[src/rtl/retire_trace_buffer.sv]
// Retire trace buffer: FWFT FIFO of retired instructions plus
// instret/cycle/drop counters and a no-retire hang watchdog.
module retire_trace_buffer #(
    parameter int XLEN    = 32,
    parameter int DEPTH   = 8,
    parameter int CNT_W   = 32,
    parameter int TIMEOUT = 64
) (
    input  logic                       clk,
    input  logic                       reset,
    input  logic                       retire,
    input  logic [XLEN-1:0]            ret_pc,
    input  logic [31:0]                ret_instr,
    input  logic [4:0]                 ret_rd,
    input  logic                       ret_we,
    input  logic [XLEN-1:0]            ret_wdata,
    input  logic                       clear,
    input  logic                       out_ready,
    output logic                       out_valid,
    output logic [XLEN-1:0]            out_pc,
    output logic [31:0]                out_instr,
    output logic [4:0]                 out_rd,
    output logic                       out_we,
    output logic [XLEN-1:0]            out_wdata,
    output logic [CNT_W-1:0]           instret,
    output logic [CNT_W-1:0]           cycles,
    output logic [CNT_W-1:0]           dropped,
    output logic                       overflow,
    output logic                       hang,
    output logic [$clog2(DEPTH):0]     level
);
    localparam int PW = $clog2(DEPTH);
    localparam int LW = PW + 1;
    localparam int IW = $clog2(TIMEOUT + 1);
    localparam logic [LW-1:0] FULL_LVL = LW'(DEPTH);
    localparam logic [IW-1:0] TO_MAX   = IW'(TIMEOUT);
    localparam logic [IW-1:0] TO_LAST  = IW'(TIMEOUT - 1);

    typedef enum logic [1:0] {
        IDLE,
        RUN,
        HUNG
    } wd_state_t;

    logic [XLEN-1:0] mem_pc    [DEPTH];
    logic [31:0]     mem_instr [DEPTH];
    logic [4:0]      mem_rd    [DEPTH];
    logic            mem_we    [DEPTH];
    logic [XLEN-1:0] mem_wdata [DEPTH];

    logic [PW-1:0] wptr;
    logic [PW-1:0] rptr;
    logic [IW-1:0] idle;
    wd_state_t     state;

    logic full;
    logic pop;
    logic push;
    logic drop;

    assign out_valid = (level != '0);
    assign full      = (level == FULL_LVL);
    assign pop       = out_valid & out_ready;
    // A full FIFO still accepts a retire when the head leaves this cycle
    assign push      = retire & (~full | pop);
    assign drop      = retire & full & ~pop;

    assign out_pc    = mem_pc[rptr];
    assign out_instr = mem_instr[rptr];
    assign out_rd    = mem_rd[rptr];
    assign out_we    = mem_we[rptr];
    assign out_wdata = mem_wdata[rptr];

    always_ff @(posedge clk) begin
        if (push) begin
            mem_pc[wptr]    <= ret_pc;
            mem_instr[wptr] <= ret_instr;
            mem_rd[wptr]    <= ret_rd;
            mem_we[wptr]    <= ret_we;
            mem_wdata[wptr] <= ret_wdata;
        end
    end

    always_ff @(posedge clk or posedge reset) begin
        if (reset) begin
            wptr  <= '0;
            rptr  <= '0;
            level <= '0;
        end else begin
            if (push)
                wptr <= wptr + PW'(1);
            if (pop)
                rptr <= rptr + PW'(1);
            unique case ({push, pop})
                2'b10:   level <= level + LW'(1);
                2'b01:   level <= level - LW'(1);
                default: level <= level;
            endcase
        end
    end

    // Clear dominates, so a drop in the clear cycle leaves no trace
    always_ff @(posedge clk or posedge reset) begin
        if (reset) begin
            instret  <= '0;
            cycles   <= '0;
            dropped  <= '0;
            overflow <= 1'b0;
        end else if (clear) begin
            instret  <= '0;
            cycles   <= '0;
            dropped  <= '0;
            overflow <= 1'b0;
        end else begin
            instret  <= instret + CNT_W'(retire);
            cycles   <= cycles + CNT_W'(1);
            dropped  <= dropped + CNT_W'(drop);
            overflow <= overflow | drop;
        end
    end

    always_ff @(posedge clk or posedge reset) begin
        if (reset) begin
            state <= IDLE;
            idle  <= '0;
            hang  <= 1'b0;
        end else if (clear) begin
            state <= IDLE;
            idle  <= '0;
            hang  <= 1'b0;
        end else if (retire) begin
            idle <= '0;
            if (state != HUNG)
                state <= RUN;
        end else if (idle != TO_MAX) begin
            idle <= idle + IW'(1);
            if (idle == TO_LAST) begin
                hang  <= 1'b1;
                state <= HUNG;
            end
        end
    end
endmodule

[config.mk]
export PLATFORM = sky130hd
export DESIGN_NAME = retire_trace_buffer
export DESIGN_NICKNAME = d
export VERILOG_FILES = /design/src/rtl/retire_trace_buffer.sv
export SDC_FILE = /design/constraint.sdc
export NUM_CORES = 1
export LEC_CHECK = 0
export ABC_AREA = 1
export BUFFER_PORTS_ARGS = -buffer_cell sky130_fd_sc_hd__buf_2
export CORE_MARGIN = 2
export CORE_UTILIZATION = 53
export CTS_BUF_LIST = sky130_fd_sc_hd__clkbuf_8 sky130_fd_sc_hd__clkbuf_16
export DETAILED_ROUTE_END_ITERATION = 10
export PLACE_DENSITY_LB_ADDON = 0.1
export SLEW_MARGIN = 20
export SYNTH_ARGS = -nofsm -noshare
export SYNTH_HDL_FRONTEND = slang
export SYNTH_SLANG_ARGS = --single-unit
[constraint.sdc]
create_clock -name clk -period 6.6 [get_ports clk]
set_clock_uncertainty 0.2 [all_clocks]
set_input_delay 0.66 -clock clk [delete_from_list [all_inputs] [get_ports clk]]
set_output_delay 0.66 -clock clk [all_outputs]
set_load 0.02 [all_outputs]
==> metrics.txt <==
register area share after synthesis=0.716; Synth cell types=31; GR Overflow Total=0; CTS Sinks=a little over 900; DR WL/cell=between 15 and 20 um; Synth Register Bits=around 930; worst vdd ir=471 uV; DRT Pass-1 Iters=5; core footprint=between 70000 and 80000 sq um; DP Cell Count=around 4600; Pwr Total=between 15 and 20 mW; CP max-delay cell=dfrtp_4; FP Rows=98; unrepaired setup endpoints after global routing=no; CP most frequent cell=nand2_1; CP Launch Type=register; Post-DP HPWL=48800 um; initial antenna violation count=18; sequential power share=0.395; clk slew on worst S/H paths=60 ps; Post-Syn Nets=~3600; Switching Share=0.366; WL final=about 90000 um; Final Max Slew Viols=0; Synth Instances=3473; slowest stage delay, CP=750 ps; final setup vio count=0; Setup CP Type=register to primary output; Hold Path Sink=mem_wdata[5][19]; I/O pin count=between 300 and 400; Int Power=between 10 and 15 mW; crit-path max FO=between 150 and 200; Fin Hold WS=81.1 ps; achievable frequency=between 200 and 250 MHz; Ys Warns=0; Die X=~270 um; final clock period utilization by the worst path=0.713; Hold Crit Class=input port to register; Slew @ Worst Pin=1200 ps; Layout fillers=roughly 5700; HP Start=ret_wdata[19]; R2R Path End=mem_pc[1][27]; clock network power share=0.286; status=complete, no violations; aggregate global-route resource usage=0.242; Layout area overhead=14.5%; 1st-iter DRT viols=2110; Cell Area, Synth=about 38000 sq um; register area=roughly 27000 sq um; vias in the first global route=roughly 25000; PD cells=433 nW/um^2; Clock Latency Late Sink=~640 ps; H-tree Lvls=3; ANT nets after route=0; routability congestion estimate=~0.88; Initial Util=0.535; area of the multi-input gates=9740 sq um; reg-to-reg setup timing slack=roughly 3200 ps; number of port buffers=roughly 310; critical-path cell list=inv_8, buf_4, o21ai_0, o21ai_1, nand2_1, nand2_1, buf_2; r2r startpoint=level[3]; drt drc=0; largest net degree at the start of global routing=between 200 and 250; Worst Path Arrival=3850 ps; die height=roughly 270 um; Worst EP required=between 5000 and 6000 ps; Via density=approximately 5.4; post-layout minimum cycle time=~4700 ps; Max-slew headroom=0.199; TritonCTS clock tree=built; CTS resizes=0; fin nets=just under 4000; Num CTS Buffers=96; R2R depth=8; worst hold stages=1; NetSw=between 6 and 7 mW; via count=25985; Leakage=approximately 16 nW; Hold Fails Final Rpt=0; TNS Setup=0 ps; share of cells above drive strength 1=0.130; crit end category=primary output; first-pass GRT wire length=140000 um; die footprint=about 74000 sq um; Layout Cells excl Fill=about 4800; Max-Cap Viols=0; CTS Root Cell=clkbuf_16; CTS Buffer Depth=3; Comb pwr share=0.319; Avg Inst Size Synth=around 11 sq um
logic make-up (layout without fill, tap and decap cells):
family / after synthesis / count (layout) / synth area share
xor gates and xnor gates: 24 / 24 / 0.00549
other: 0 / 8 / 0
AOI/OAI and AO/OA: 669 / 669 / 0.0879
buffers and inverters: 279 / 633 / 0.0314
and+or+nand+nor: 1557 / 1557 / 0.155
adders and majority gates: 13 / 13 / 0.00445
DFF: 931 / 931 / 0.716
cell type report:
class                      instances  share of cell area
sequential                       931               0.625
multi-input combinational       2263               0.222
clock buffer                     100              0.0563
timing repair buffer             347              0.0426
tap                              950              0.0271
clock inverter                    74              0.0164
inverter                         112             0.00988
antenna                            8            0.000457
worst max-delay path, delay by kind of cell (launching register included):
family | cells | cell delay, ps
buffers and inverters | 3 | 1580
flip-flops | 1 | 750
AO/OA/AOI/OAI | 2 | 330
AND/OR/NAND/NOR | 2 | 250
what timing repair did:
| item | in CTS | in global routing |
|---|---|---|
| hold buffers | 1 | 0 |
| buffers inserted | 0 | 0 |
| hold endpoints to repair | 44 | 0 |
how the worst max path moves through the flow:
stage / startpoint / end / slack (ps) / cells past startpoint
5_1_grt: rptr[0] / out_rd[2] / 1700 / 7
6_report: rptr[0] / out_rd[2] / 1890 / 7
3_3_place_gp: rptr[0] / out_pc[18] / 2680 / 7
4_1_cts: rptr[0] / out_rd[2] / 1920 / 7
2_1_floorplan: out_ready / mem_instr[0][0] / 410 / 5
3_5_place_dp: rptr[0] / out_rd[2] / 2630 / 7
sequential cells by signal, indices dropped and copies added, names as in the netlist, 4 cells and up:
signal     count
mem_pc       256
mem_instr    256
instret       32
mem_we         8
mem_wdata    256
dropped       32
mem_rd        40
idle           7
cycles        32
level          4
power groups by stage:
stage / Combinational, mW / Sequential, mW / Clock [mW]
after global routing: 6.73 / 7.56 / 5.76
after CTS: 6.11 / 7.50 / 5.52
after global placement: 5.96 / 7.59 / 0
after floorplan: 4.26 / 7.50 / 0
after detailed placement: 6.07 / 7.62 / 0
final: 6.05 / 7.50 / 5.42
layout by cell type (no fill, tap or decap), types with 2 or more instances in the layout:
cell and instances:
buf_2 311, nor3_1 4, ha_1 12, bufinv_16 13, nand3b_1 2, edfxtp_1 816
clkinv_2 11, nand4_1 2, o21a_1 3, xnor2_1 7, inv_1 129, inv_6 3
dfrtp_4 3, buf_12 3, clkbuf_16 97, nor2_1 858, nand2_1 633, clkinvlp_4 4
clkbuf_8 3, diode_2 8, xor2_1 17, o21ai_1 249, a21oi_1 24, o21ai_0 391
nand3_1 44, nor3b_1 2, clkinv_1 18, inv_4 2, nor2_4 9, buf_4 32
clkinv_8 4, dfrtp_1 112
cell usage after synthesis:
cell	n	area [sq um]
buf_2	34	170
o21a_1	3	22.5
nor2_1	866	3250
nor3_1	4	20.0
nand3b_1	2	15.0
dfrtp_1	115	2880
nand4_1	2	12.5
nor3b_1	2	15.0
xnor2_1	7	61.3
clkbuf_1	101	379
o21ai_1	249	1250
buf_4	4	30.0
inv_1	110	413
and2_1	1	6.26
nand3_1	44	220
fa_1	1	20.0
inv_2	1	3.75
buf_6	13	146
or2_2	1	6.26
xor2_1	17	149
nor2_4	1	11.3
buf_1	15	56.3
nor2_2	1	6.26
o21bai_1	1	7.51
ha_1	12	150
a2bb2oi_1	1	8.76
nand2_1	633	2380
edfxtp_1	816	24500
o21ai_0	391	1960
a21oi_1	24	120
clkinv_1	1	3.75
per-stage QoR:
| step | area (sq um) | util | setup slack [ps] |
|---|---|---|---|
| after floorplan | 38300 | - | 409 |
| after global placement | 40600 | 0.568 | 2680 |
| after detailed placement | 40600 | 0.568 | 2630 |
| after CTS | 43800 | 0.613 | 1920 |
| after global routing | 43800 | 0.613 | 1700 |
| final | 43800 | 0.613 | 1890 |
layer usage:
layer,GRT usage,share of wire,vias to the layer above
met5,0,0.0016,-
met4,0.0694,0.020,22
met3,0.0443,0.065,143
met2,0.416,0.49,739
met1,0.315,0.42,12657
li1,-,-,12424
No activity file was read; power rests on OpenSTA's default activity.
